File: config.mk
export PLATFORM = sky130hd
export DESIGN_NAME = pc_gen_unit
export DESIGN_NICKNAME = d
export VERILOG_FILES = /design/src/rtl/pc_gen_unit.sv
export SDC_FILE = /design/constraint.sdc
export NUM_CORES = 1
export LEC_CHECK = 0
export ABC_AREA = 1
export CELL_PAD_IN_SITES_DETAIL_PLACEMENT = 0
export CELL_PAD_IN_SITES_GLOBAL_PLACEMENT = 2
export CORE_ASPECT_RATIO = 1.4
export CORE_MARGIN = 2
export CORE_UTILIZATION = 20
export CTS_CLUSTER_DIAMETER = 150
export DETAILED_ROUTE_END_ITERATION = 6
export PLACE_DENSITY = 0.77
export SYNTH_ARGS = -nofsm -noshare
export SYNTH_HDL_FRONTEND = slang
export SYNTH_SLANG_ARGS = --single-unit
File: constraint.sdc
create_clock -name clk -period 1.8 [get_ports clk]
set_input_delay 0.18 -clock clk [delete_from_list [all_inputs] [get_ports clk]]
set_output_delay 0.18 -clock clk [all_outputs]
set_load 0.02 [all_outputs]
File: src/rtl/pc_gen_unit.sv
// Program-counter generator for the fetch stage: increment, stall, jump/call, return, redirect.
// Optional return-address stack is built when the PC_RAS_EN macro is defined.
module pc_gen_unit #(
    parameter int                ADDR_W    = 32,
    parameter int                INC       = 4,
    parameter logic [ADDR_W-1:0] RESET_VEC = '0,
    parameter int                RAS_DEPTH = 4
) (
    input  logic              clk,
    input  logic              rst,
    input  logic              stall,
    input  logic              redirect_valid,
    input  logic [ADDR_W-1:0] redirect_addr,
    input  logic              jump_valid,
    input  logic [ADDR_W-1:0] jump_addr,
    input  logic              call,
    input  logic              ret,
    output logic [ADDR_W-1:0] pc_out,
    output logic              pc_valid,
    output logic [ADDR_W-1:0] pc_next,
    output logic              ras_empty,
    output logic              ras_full,
    output logic              ret_err,
    output logic              align_err
);

    localparam logic [ADDR_W-1:0] INC_V    = ADDR_W'(INC);
    localparam logic [ADDR_W-1:0] LOW_MASK = ADDR_W'(INC - 1);

    logic [ADDR_W-1:0] pc_q, pc_d;
    logic              pc_valid_q, pc_valid_d;
    logic              align_err_q, align_err_d;

`ifdef PC_RAS_EN
    localparam int PTR_W = $clog2(RAS_DEPTH);
    localparam int CNT_W = PTR_W + 1;

    logic [ADDR_W-1:0] ras_mem [RAS_DEPTH];
    logic [PTR_W-1:0]  sp_q, sp_d;
    logic [CNT_W-1:0]  cnt_q, cnt_d;
    logic              ras_empty_q, ras_full_q;
    logic              ret_err_q, ret_err_d;
    logic              push, pop;
    logic [ADDR_W-1:0] ras_top;

    // sp_q points at the next free slot; when full that slot holds the oldest entry.
    assign ras_top = ras_mem[sp_q - PTR_W'(1)];
`else
    logic unused_ras;
    assign unused_ras = ^{call, ret};
`endif

    assign pc_valid_d = 1'b1;

    // NOTE: every variable assigned in this block gets a default first, so no latch is inferred.
    always_comb begin
        pc_d        = pc_q + INC_V;
        align_err_d = 1'b0;
`ifdef PC_RAS_EN
        push        = 1'b0;
        pop         = 1'b0;
        ret_err_d   = 1'b0;
`endif
        if (!pc_valid_q) begin
            pc_d = pc_q;
        end else if (redirect_valid) begin
            pc_d        = redirect_addr & ~LOW_MASK;
            align_err_d = |(redirect_addr & LOW_MASK);
        end else if (stall) begin
            pc_d = pc_q;
        end else if (jump_valid) begin
            pc_d        = jump_addr & ~LOW_MASK;
            align_err_d = |(jump_addr & LOW_MASK);
`ifdef PC_RAS_EN
            push        = call;
`endif
        end
`ifdef PC_RAS_EN
        else if (ret) begin
            if (cnt_q != '0) begin
                pc_d = ras_top;
                pop  = 1'b1;
            end else begin
                ret_err_d = 1'b1;
            end
        end
`endif
    end

    assign pc_next = pc_d;

    // NOTE: sequential state uses non-blocking assignments so every flop samples pre-edge values.
    always_ff @(posedge clk or posedge rst) begin
        if (rst) begin
            pc_q        <= RESET_VEC;
            pc_valid_q  <= 1'b0;
            align_err_q <= 1'b0;
        end else begin
            pc_q        <= pc_d;
            pc_valid_q  <= pc_valid_d;
            align_err_q <= align_err_d;
        end
    end

`ifdef PC_RAS_EN
    always_comb begin
        sp_d  = sp_q;
        cnt_d = cnt_q;
        if (push) begin
            sp_d  = sp_q + PTR_W'(1);
            cnt_d = (cnt_q == CNT_W'(RAS_DEPTH)) ? cnt_q : cnt_q + CNT_W'(1);
        end else if (pop) begin
            sp_d  = sp_q - PTR_W'(1);
            cnt_d = cnt_q - CNT_W'(1);
        end
    end

    always_ff @(posedge clk or posedge rst) begin
        if (rst) begin
            sp_q        <= '0;
            cnt_q       <= '0;
            ras_empty_q <= 1'b1;
            ras_full_q  <= 1'b0;
            ret_err_q   <= 1'b0;
        end else begin
            sp_q        <= sp_d;
            cnt_q       <= cnt_d;
            ras_empty_q <= (cnt_d == '0);
            ras_full_q  <= (cnt_d == CNT_W'(RAS_DEPTH));
            ret_err_q   <= ret_err_d;
        end
    end

    // NOTE: stack storage has no reset; the count alone decides which entries are live.
    always_ff @(posedge clk) begin
        if (push) begin
            ras_mem[sp_q] <= pc_q + INC_V;
        end
    end

    assign ras_empty = ras_empty_q;
    assign ras_full  = ras_full_q;
    assign ret_err   = ret_err_q;
`else
    assign ras_empty = 1'b1;
    assign ras_full  = 1'b0;
    assign ret_err   = 1'b0;
`endif

    assign pc_out    = pc_q;
    assign pc_valid  = pc_valid_q;
    assign align_err = align_err_q;

endmodule

; ---- After elaboration in Yosys (flattened, before gate mapping)
; Index checks and enable logic that the tools add are counted.
[totals]
in_bits = 71
word_cells = 14
ff_bits = 34
output_inout_bits = 69
[classes]
add_sub_neg = 1
reduce_logical = 2
muxes = 8
[ops]
columns = cell, n
row1 = 32-bit 2-to-1 mux, 4
row2 = "32-bit by 3-bit adder with 32-bit output, second input constant", 1
row3 = 1-bit 2-to-1 mux, 4
row4 = 2-bit OR reduction, 2

; ---- Logic depth before layout (Yosys ltp)
; Gate-level depths: netlist (run 1).
[depth]
ltp_word = 5
depth_mapped = 12
mapped_depth_nobuf = 12

; ---- Worst setup path after synthesis (run 1)
; No wires, ideal clock.
[synth_timing]
path_type = register to output
startpoint = register pc_q[3], in the netlist pc_out[3]
endpoint = output port pc_next[12]
setup_slack_ns = -0.087
path_buffers = 0
required_ns = 1.620
path_stages_with_launch = 10
arrival_time_ns = 1.707
cell_sequence = dfrtp_1 ha_1 nand2_2 nor2_4 nand2_4 o21ai_0 nand3_1 nand2_1 inv_1 o22ai_1
[synth_between]
elab_chain_cells = 5
[synth_rtl]
columns = item, line_no
row1 = start: declaration, 30  ; logic [ADDR_W-1:0] pc_q, pc_d;
row2 = start signal: assignment, 99  ; pc_q <= pc_d;
row3 = 32-bit by 3-bit adder with 32-bit output, 57  ; pc_d = pc_q + INC_V;
row4 = 32-bit 2-to-1 mux, 71  ; end else if (jump_valid) begin
row5 = 32-bit 2-to-1 mux, 69  ; end else if (stall) begin
row6 = 32-bit 2-to-1 mux, 66  ; end else if (redirect_valid) begin
row7 = 32-bit 2-to-1 mux, 64  ; if (!pc_valid_q) begin
row8 = end: declaration, 20  ; output logic [ADDR_W-1:0] pc_next,
; No other way between the ends.

; ---- Worst setup path after layout (run 1)
[layout_timing]
startpoint = register pc_q[3], in the netlist pc_out[3]
endpoint = output port pc_next[14]
; Same word-level chain as after synthesis.

==> summary.md, run 1 <==
| Metric | Value |
|---|---|
| Adder-cell share of the synthesized area | `0.407%` |
| HPWL after DPL | `~11000 µm` |
| Synth Register Bits | `34` |
| DRC violation count after routing | `0` |
| Post-Synth Simple-Gate Area | `46.4%` |
| Setup Viol. Count Final | `28` |
| Post-Layout Inst Area | `roughly 5900 µm²` |
| Final Cycle Share | `121%` |
| Area of the multi-input gates | `between 2000 and 2500 µm²` |
| CP Launch Type | `flip-flop` |
| Xor/xnor share of the synthesized area | `less than 1%` |
| EDFF count, synth | `0` |
| Pwr Total | `3770 µW` |
| Post-DRT Antenna Nets | `0` |
| Largest family of logic cells by synthesized area | `simple AND/OR/NAND/NOR gates` |
| Initial antenna violation count | `0` |
| Compound-Gate Fraction of Synth Area | `around 15%` |
| Chip width | `~110 µm` |
| Wl on met1 | `6100 µm` |
| Clock Path Buffers | `2` |
| Initial drt markers | `approximately 120` |
| Ratio of cells with drive above 1 in the final layout | `33.8%` |
| Syn Area/Cell | `approximately 5.9 µm²` |
| YS warnings | `0` |
| Sequential area share after synthesis | `27.7%` |
| CORE AREA | `between 15000 and 20000 µm²` |
| Worst setup margin | `-0.370 ns` |
| MaxCap Viol Count | `0` |
| Crit path max fanout | `7` |
| Worst EP required | `about 1.6 ns` |
| DP Area | `between 5000 and 6000 µm²` |
| Nets | `around 830` |
| Mux share of post-synthesis cell area | `0%` |
| # IOs | `140` |
| Commonest non-fill, non-tap cell in the layout | `nand2_1` |
| RSZ-0062 raised after global routing | `yes` |
| Most used cell, CP | `nand2_2` |
| Failing checks | `negative setup slack` |
| Critical path data arrival time | `a little under 2 ns` |
| Outcome | `complete, but fails checks` |
| Starting Density | `between 20 and 25%` |
| Worst vdd ir | `0.359 mV` |
| Min cycle time layout | `~2.2 ns` |
| Full die area | `roughly 16000 µm²` |
| Pwr/cell area | `around 640 nW/µm²` |
| Critical Path End Type | `output port` |
| Worst Path Class, Setup | `flip-flop to output port` |
| FF+latch area | `about 850 µm²` |
| CTS root buffer | `clkbuf_16` |
| First-pass GRT wire length | `around 22000 µm` |
| Post-Synthesis Cells | `about 520` |
| Clk network pwr share | `approximately a quarter` |
| Main synth FF type | `dfrtp_1` |
| Worst hold slack | `0.311 ns` |
| Internal | `~2400 µW` |
| TritonCTS clock tree | `built` |
| Final GP Congestion | `a little under 0.9` |
| Net Switching | `about 1400 µW` |
| CP cell instances | `ha_2 -> nand2_2 -> nor2_4 -> nand2_4 -> nor2_4 -> nand2_2 -> o211ai_2 -> nand2_1 -> nand2_1 -> nand2_2 -> buf_6` |
| Comb power frac | `50.8%` |
| Pin count of the biggest net entering global routing | `35` |
| Via density | `roughly 4.4` |
| Clk slew on worst S/H paths | `0.06 ns` |
| Netlist cell types | `36` |
| Synth Cell Area | `approximately 3100 µm²` |
| Reg power frac | `25.4%` |
| Class of the worst hold path | `primary input to asynchronous set/reset pin` |
| Fin. max-slew vios | `0` |
| Async S/R FF share, synth | `100%` |
| Max stage delay on crit path | `0.38 ns` |
| Hold Violations, Final | `0` |
| ANT cells | `0` |
| DR vias | `approximately 4200` |
| Router iterations before antenna repair | `4` |
| Final wirelength | `~15000 µm` |
| DR WL/cell | `approximately 15 µm` |
| Switching share of power | `between 30% and 40%` |
| CTS Sinks | `34` |
| Clock skew | `around 0.0055 ns` |
| CTS Buf Count | `5` |
| Die height | `151 µm` |
| Overflow after GRT | `0` |
| All-Layer GR Usage | `~18%` |
| Commonest non-fill, non-tap cells in the layout | `nand2_1, buf_4, clkdlybuf4s50_1, nor2_1, inv_1` |
| Area Growth Syn to Fin | `92.5%` |
| # H-tree levels | `2` |
| Row cnt | `between 50 and 60` |
| Met3 wire length | `between 500 and 600 µm` |
| IO Port Bufs | `around 130` |
| Critical-path top delay cell | `dfrtp_1` |
| Worst skew pair latency | `0.29 ns` |
| Vias in the first global route | `between 4000 and 5000` |
| Routed wl met2 | `7620 µm` |
| Max Freq | `about 460 MHz` |
| Fillcell total | `roughly 1700` |
| Max Used Layer | `met4` |
| Leak Pwr | `0.00273 µW` |
-- cells in the mapped netlist (6+ instances only) --
library cell / number / area (µm²)
nand2_1: 175 / 657
nor2_1: 91 / 342
inv_1: 43 / 161
dfrtp_1: 34 / 851
nand3_1: 29 / 145
a21oi_1: 19 / 95.1
o21ai_0: 12 / 60.1
clkbuf_1: 11 / 41.3
nand2_2: 11 / 68.8
a221oi_1: 9 / 78.8
o21ai_1: 9 / 45.0
buf_2: 8 / 40.0
nor2_4: 7 / 78.8
o22ai_1: 7 / 43.8
nor2_2: 6 / 37.5
-- critical path, delay by kind of cell (launching register included) --
| family | cells | cell delay [ns] |
|---|---|---|
| buf+inv | 1 | 0.13 |
| compound gates | 1 | 0.14 |
| flops | 1 | 0.38 |
| simple gates | 8 | 0.84 |
| fa+ha+maj | 1 | 0.21 |
-- power groups by stage --
stage               logic (µW)  clock network [µW]  registers, µW
floorplan                  619                   0           1090
finish                    1920                 899            957
global route              2070                 953            971
global placement          1740                   0            973
CTS                       1860                 928            958
detailed placement        1740                   0            970
-- per-stage QoR --
step,setup slack [ns],instances,util (%),setup TNS (ns)
finish,-0.370,946,39.3,-7.95
global route,-0.501,946,39.3,-11.67
CTS,-0.400,937,38.3,-8.79
detailed placement,-0.556,917,35.5,-15.01
global placement,-0.517,917,35.5,-14.51
floorplan,0.0106,519,-,0
-- logic make-up (layout without fill, tap and decap cells) --
group,Yosys count,after routing
other cells,2,4
compound gates,72,72
flops,34,34
xor+xnor,3,3
buf+inv,72,306
fa+ha+maj,1,1
simple gates,333,334
-- flip-flops by register name, summed over array words and instances, names as in the netlist --
name	count
pc_out	32
pc_valid	1
align_err	1
-- layer usage --
layer,track usage [%],vias up
li1,-,2131
met2,31.8,103
met5,0,-
met1,21.9,1956
met4,5.26,0
met3,1.86,17
-- cell type report --
class	instances	area share, %
clock buffer	7	2.41
tap	192	4.06
sequential	34	14.4
timing repair buffer	249	38.8
multi-input combinational	414	37.0
clock inverter	1	0.0846
inverter	49	3.17
-- final timing paths --
path / start / end / slack (ns) / cells after the start
max in group asynchronous: rst / pc_out[11] / 1.12 / 3
min in group clk: pc_out[0] / pc_out[0] / 0.53 / 2
min: rst / align_err / 0.31 / 3
max reg2reg: pc_out[3] / pc_out[30] / 0.01 / 15
max: pc_out[3] / pc_next[14] / -0.37 / 11
min reg2reg: pc_out[0] / pc_out[0] / 0.53 / 2
-- timing repair --
action / CTS / global route
gates cloned: 1 / 0
hold buffers: 0 / 0
buffers inserted: 12 / 9
pin swaps: 33 / 23
endpoints found under the setup margin: 32 / 45
resized for setup: 234 / 29
Power figures use the tool's default switching activity.
==> run 2: changes to the inputs <==
Settings changed: MAX_ROUTING_LAYER from default to met4.
==> run 2 against run 1 <==
The run still ends with negative setup slack left. Non-clock buffer count increased by 4. Wire length increased by 0.10%. Critical path depth is the same. Design area up 0.74%. Core utilization increased by 0.29 points. Total power up 0.85%. Critical endpoint is now pc_next[6]. Largest cell class unchanged. Highest routed layer unchanged.
==> summary.md, run 2 (synthesis gave the netlist of run 1 again) <==
| Metric | Value |
|---|---|
| TritonCTS clock tree | `built` |
| Class of the worst hold path | `primary input to asynchronous set/reset pin` |
| Clk network pwr share | `23.9% (about the same)` |
| Post-CTS Hold Fix Bufs | `0 (unchanged)` |
| Clock skew | `0.00946 ns (+0.00394 ns)` |
| Internal | `2380 µW (+0.90%)` |
| # H-tree levels | `2 (unchanged)` |
| RSZ-0062 raised after global routing | `yes` |
| DR WL/cell | `15.3 µm (-0.32%)` |
| Crit path max fanout | `3 (-4)` |
| HPWL after DPL | `11300 µm (+1.2%)` |
| Critical Path End Type | `output port` |
| Post-DRT Antenna Nets | `0 (unchanged)` |
| Worst Path Class, Setup | `flip-flop to output port` |
| Met3 wire length | `504 µm (-3.8%)` |
| Final Cycle Share | `122% (+1.2 points)` |
| First-pass GRT wire length | `22600 µm (+0.95%)` |
| Min cycle time layout | `2.19 ns (+0.0216 ns)` |
| Comb power frac | `51.0% (+0.2 points)` |
| Clock Path Buffers | `2 (unchanged)` |
| CORE AREA | `15100 µm² (unchanged)` |
| Switching share of power | `37.4% (about the same)` |
| Commonest non-fill, non-tap cell in the layout | `nand2_1` |
| Final core utilization | `39.6% (+0.29 points)` |
| Chip width | `109 µm (unchanged)` |
| Critical path data arrival time | `2.01 ns (+0.02 ns)` |
| All-Layer GR Usage | `18.4% (+0.72 points)` |
| Leak Pwr | `0.00277 µW (+1.3%)` |
| Initial drt markers | `168 (+41%)` |
| ANT cells | `0 (unchanged)` |
| Max FFs per register | `32 (unchanged)` |
| Net Switching | `1420 µW (+0.76%)` |
| Worst setup margin | `-0.392 ns (-0.0216 ns)` |
| Setup WS pre-CTS | `-0.566 ns (-0.0102 ns)` |
| Pwr Total | `3810 µW (+0.85%)` |
| Fin. max-slew vios | `0 (unchanged)` |
| Vias in the first global route | `4345 (+1.6%)` |
| Reg power frac | `25.1% (-0.3 points)` |
| Die height | `151 µm (unchanged)` |
| Initial antenna violation count | `0 (unchanged)` |
| Clk slew on worst S/H paths | `0.06 ns (about the same)` |
| MaxCap Viol Count | `0 (unchanged)` |
| Final GP Congestion | `0.888 (+1.0%)` |
| Router iterations before antenna repair | `6 (+2)` |
| Outcome | `complete, but fails checks` |
| Routed wl met2 | `7520 µm (-1.4%)` |
| Fillcell total | `1640 (-1.4%)` |
| Setup Viol. Count Final | `30 (+7.1%)` |
| CP Launch Type | `flip-flop` |
| CTS root buffer | `clkbuf_16` |
| Row cnt | `53 (unchanged)` |
| Failing checks | `negative setup slack` |
| Overflow after GRT | `0 (unchanged)` |
| Full die area | `16400 µm² (unchanged)` |
| Max Freq | `456 MHz (-0.99%)` |
| DR vias | `4251 (+1.0%)` |
| Worst vdd ir | `0.326 mV (-9.1%)` |
| IO Port Bufs | `134 (unchanged)` |
| Worst EP required | `1.62 ns (about the same)` |
| Starting Density | `20.4% (unchanged)` |
| Wl on met1 | `6260 µm (+2.7%)` |
| Max Used Layer | `met4` |
| Pwr/cell area | `638 nW/µm² (+0.11%)` |
| Slew margin rel. | `between 60% and 70%` |
| Ratio of cells with drive above 1 in the final layout | `33.9% (+0.085 points)` |
| Slew @ Worst Pin | `roughly 0.51 ns` |
| Hold Violations, Final | `0 (unchanged)` |
| CTS Buf Count | `5 (unchanged)` |
| CP startpoint | `pc_out[3]` |
| Area Growth Syn to Fin | `93.9%` |
| DRC violation count after routing | `0 (unchanged)` |
| Commonest non-fill, non-tap cells in the layout | `nand2_1, buf_4, clkdlybuf4s50_1, nor2_1, inv_1` |
| Nets | `829 (+0.48%)` |
| CTS Sinks | `34 (unchanged)` |
| Worst skew pair latency | `0.29 ns (about the same)` |
| Pin count of the biggest net entering global routing | `35 (unchanged)` |
| # IOs | `140 (unchanged)` |
| Final wirelength | `14500 µm (+0.10%)` |
| Reg-to-Reg Start | `pc_out[3]` |
| Via density | `4.47 (+0.62%)` |
-- run 2: worst paths after layout --
| check | end | slack (ns) | cells past startpoint |
|---|---|---|---|
| worst max register to register | pc_out[12] | -0.10 | 13 |
| worst min register to register | pc_out[1] | 0.53 | 2 |
| min in group clk | pc_out[1] | 0.53 | 2 |
| max in group asynchronous | pc_out[11] | 1.10 | 3 |
| worst max-delay path | pc_next[6] | -0.39 | 11 |
| worst min-delay path | align_err | 0.31 | 3 |
-- run 2: layout make-up --
cell class	count	area, µm²	share of cell area, %
flip-flops and latches	34	857	14.4
repair buffers	253	2350	39.4
clock buffers	7	143	2.39
multi-input cells	414	2180	36.6
clock inverters	1	5.00	0.0840
well taps	192	240	4.03
inverters	49	188	3.15
-- run 2: worst max-delay path: stages (launching register included) --
cell and delay [ns]:
dfrtp_1 0.38, ha_2 0.20, nand2_2 0.07, nor2_4 0.13, buf_4 0.13, buf_6 0.09
xor2_1 0.16, nor2_1 0.05, o21ai_1 0.11, nand2_1 0.08, o21ai_2 0.17, buf_6 0.14
-- run 2: timing repair --
| action | CTS | global route |
|---|---|---|
| setup buffers | 9 | 14 |
| pin swaps | 24 | 35 |
| resized for setup | 222 | 44 |
| endpoints found under the setup margin | 32 | 41 |
| gates cloned | 1 | 0 |
-- run 2: power by group through the flow --
stage | clock [µW] | sequential [µW] | combinational, µW
after floorplan | 0 | 1090 | 619
after global placement | 0 | 972 | 1740
after detailed placement | 0 | 971 | 1750
after CTS | 947 | 960 | 1850
after global routing | 973 | 972 | 2090
final | 910 | 957 | 1940
-- run 2: metrics by stage --
stage	hold WS [ns]	TNS, ns	instance area (µm²)	cells
floorplan	0.322	0	3100	519
global placement	0.502	-14.32	5360	919
detailed placement	0.520	-14.86	5360	919
CTS	0.336	-8.53	5720	936
global route	0.371	-12.20	5960	950
finish	0.312	-7.88	5960	950
-- run 2: routing by layer --
metal	global-route usage (%)	vias up
met1	22.3	2001
met5	-	-
met3	1.99	14
li1	-	2127
met2	32.2	109
met4	4.74	0
==> patch: new RTL, config.mk and constraints of run 1 <==
Set the parameter `ADDR_W` to 64 (it was 32).
--- a/src/rtl/pc_gen_unit.sv
+++ b/src/rtl/pc_gen_unit.sv
@@ -1,7 +1,7 @@
 // Program-counter generator for the fetch stage: increment, stall, jump/call, return, redirect.
 // Optional return-address stack is built when the PC_RAS_EN macro is defined.
 module pc_gen_unit #(
-    parameter int                ADDR_W    = 32,
+    parameter int                ADDR_W    = 64,
     parameter int                INC       = 4,
     parameter logic [ADDR_W-1:0] RESET_VEC = '0,
     parameter int                RAS_DEPTH = 4
Ports: changed (resized jump_addr, pc_next, pc_out and redirect_addr); port bits go from 140 to 268. The function was not compared with the original's and may differ.
==> patch against run 1 <==
The flow still finishes with violations (negative setup slack). Worst setup slack got worse by 0.27 ns. Sequential power is 100% higher. Power rose by 130%. Worst hold slack worse by 0.15 ns. Routed wire length rose to 2.9 times the old value. Critical path depth increased by 3. Sequential cell count grew 32. Cell area grew to 2.6 times the old value. Final cell count rose by 130%. Area after synthesis up 110%. Core utilization grew 7.5 points.
==> patch: results <==
group,metric,value,unit
power,power.total,8.58,mW
cells_and_area,largest_register_ffs,64,
power,pg_seq,1.91,mW
cts,worstSkewPairLatency,0.36,ns
placed_design,routabilityCongestion,0.908,
synth,async_flop_share,100,%
cells_and_area,nets,1905,
global_routing,grt_use_met1,27.5,%
synth,synthTopCellsByArea,"nand2_1 26%, dfrtp_1 25%, nor2_1 13%",
synth,ys_types,40,
global_routing,grt_max_degree,32,
cts,postCtsSetupRepairBufs,54,
worst_setup_path,reg2reg_setup_slack,-0.25,ns
cells_and_area,nFillCells,3288,
cts,cts_made_buffers,9,
power,switchingPower,3.31,mW
cells_and_area,final_cells,2214,
worst_setup_path,crit_slowest_cell,"dfrtp_2",
route,drtIter0Drc,367,
placed_design,io_buffers,262,
run_status,status,"finished with violations",
synth,ys_seq_area_share,25.2,%
cts,cts_buffer_depth,2,
global_routing,gr-usage-all-layers,24.1,%
worst_setup_path,critPathMaxFanout,4,
placed_design,dp_hpwl,33100,microns
timing,setup_viol_count_final,104,
timing,fin_setup_tns,-36.40,ns
timing,layout_setup_ws,-0.642,ns
timing,holdWs,0.157,ns
power,irDropWorstVdd,0.425,mV
route,vias_per_cell,4.54,
route,routedWlPerCell,19.1,microns
power,leakage,7.16,nW
route,met1_length,16500,microns
cells_and_area,drive_above_1_share,47.3,%
global_routing,grt_pass1_wl,61300,microns
run_status,violations,"negative setup slack",
worst_setup_path,reg2reg_to,"pc_out[52]$_DFF_PP0_",
die,dieArea,34200,sq um
cts,cts.clk_slew.worst_paths,0.06,ns
synth,synthTopCellsByCount,"460 x nand2_1, 219 x nor2_1, 99 x inv_1",
cts,ctsResizeCount,735,
worst_setup_path,setup.worst_path.end,"pc_next[29]",
cts,htreeDepth,3,
worst_setup_path,critPathArrivalTime,2.26,ns
global_routing,grt_pass1_vias,10400,
route,wl_met3,1640,microns
timing,fin_skew,0.0124,ns
route,met2WireLength,22700,microns
synth,syn-instance-count,1194,
placed_design,dp_cells,2128,
global_routing,met3_usage,2.72,%
power,combPwrFrac,53.3,%
global_routing,met2_usage,45.4,%
worst_setup_path,rr_startpoint,"pc_out[2]$_DFF_PP0_",
patch: cell types whose count changed after synthesis, moves of 10 or more:
cell,change
a21oi_1,+30
clkbuf_1,+28
dfrtp_1,+32
inv_1,+56
nand2_1,+285
nand3_1,+50
nand4_1,+10
nor2_1,+128
o21ai_0,+18
o21ai_1,+15
o22ai_1,+10
patch: area by class of cell:
cell class	instances	share of cell area [%]
Inverter	105	2.83
Clock buffer	10	1.51
Sequential cell	66	11.2
Clock inverter	6	0.695
Multi-Input combinational cell	973	40.4
Tap cell	440	3.64
Timing Repair Buffer	614	39.8
patch: through the flow:
stage | area, sq um | setup WS [ns]
floorplan | 6710 | -0.0596
global placement | 12000 | -0.901
detailed placement | 12000 | -0.875
CTS | 14100 | -0.619
global route | 15100 | -0.777
finish | 15100 | -0.642
patch: kinds of logic after synthesis:
family	share of synthesized area, %
buf+inv	9.29
flops	25.2
fa+ha+maj	0.191
compound gates	13.2
xor+xnor	1.47
simple gates	50.5
other cells	0.115
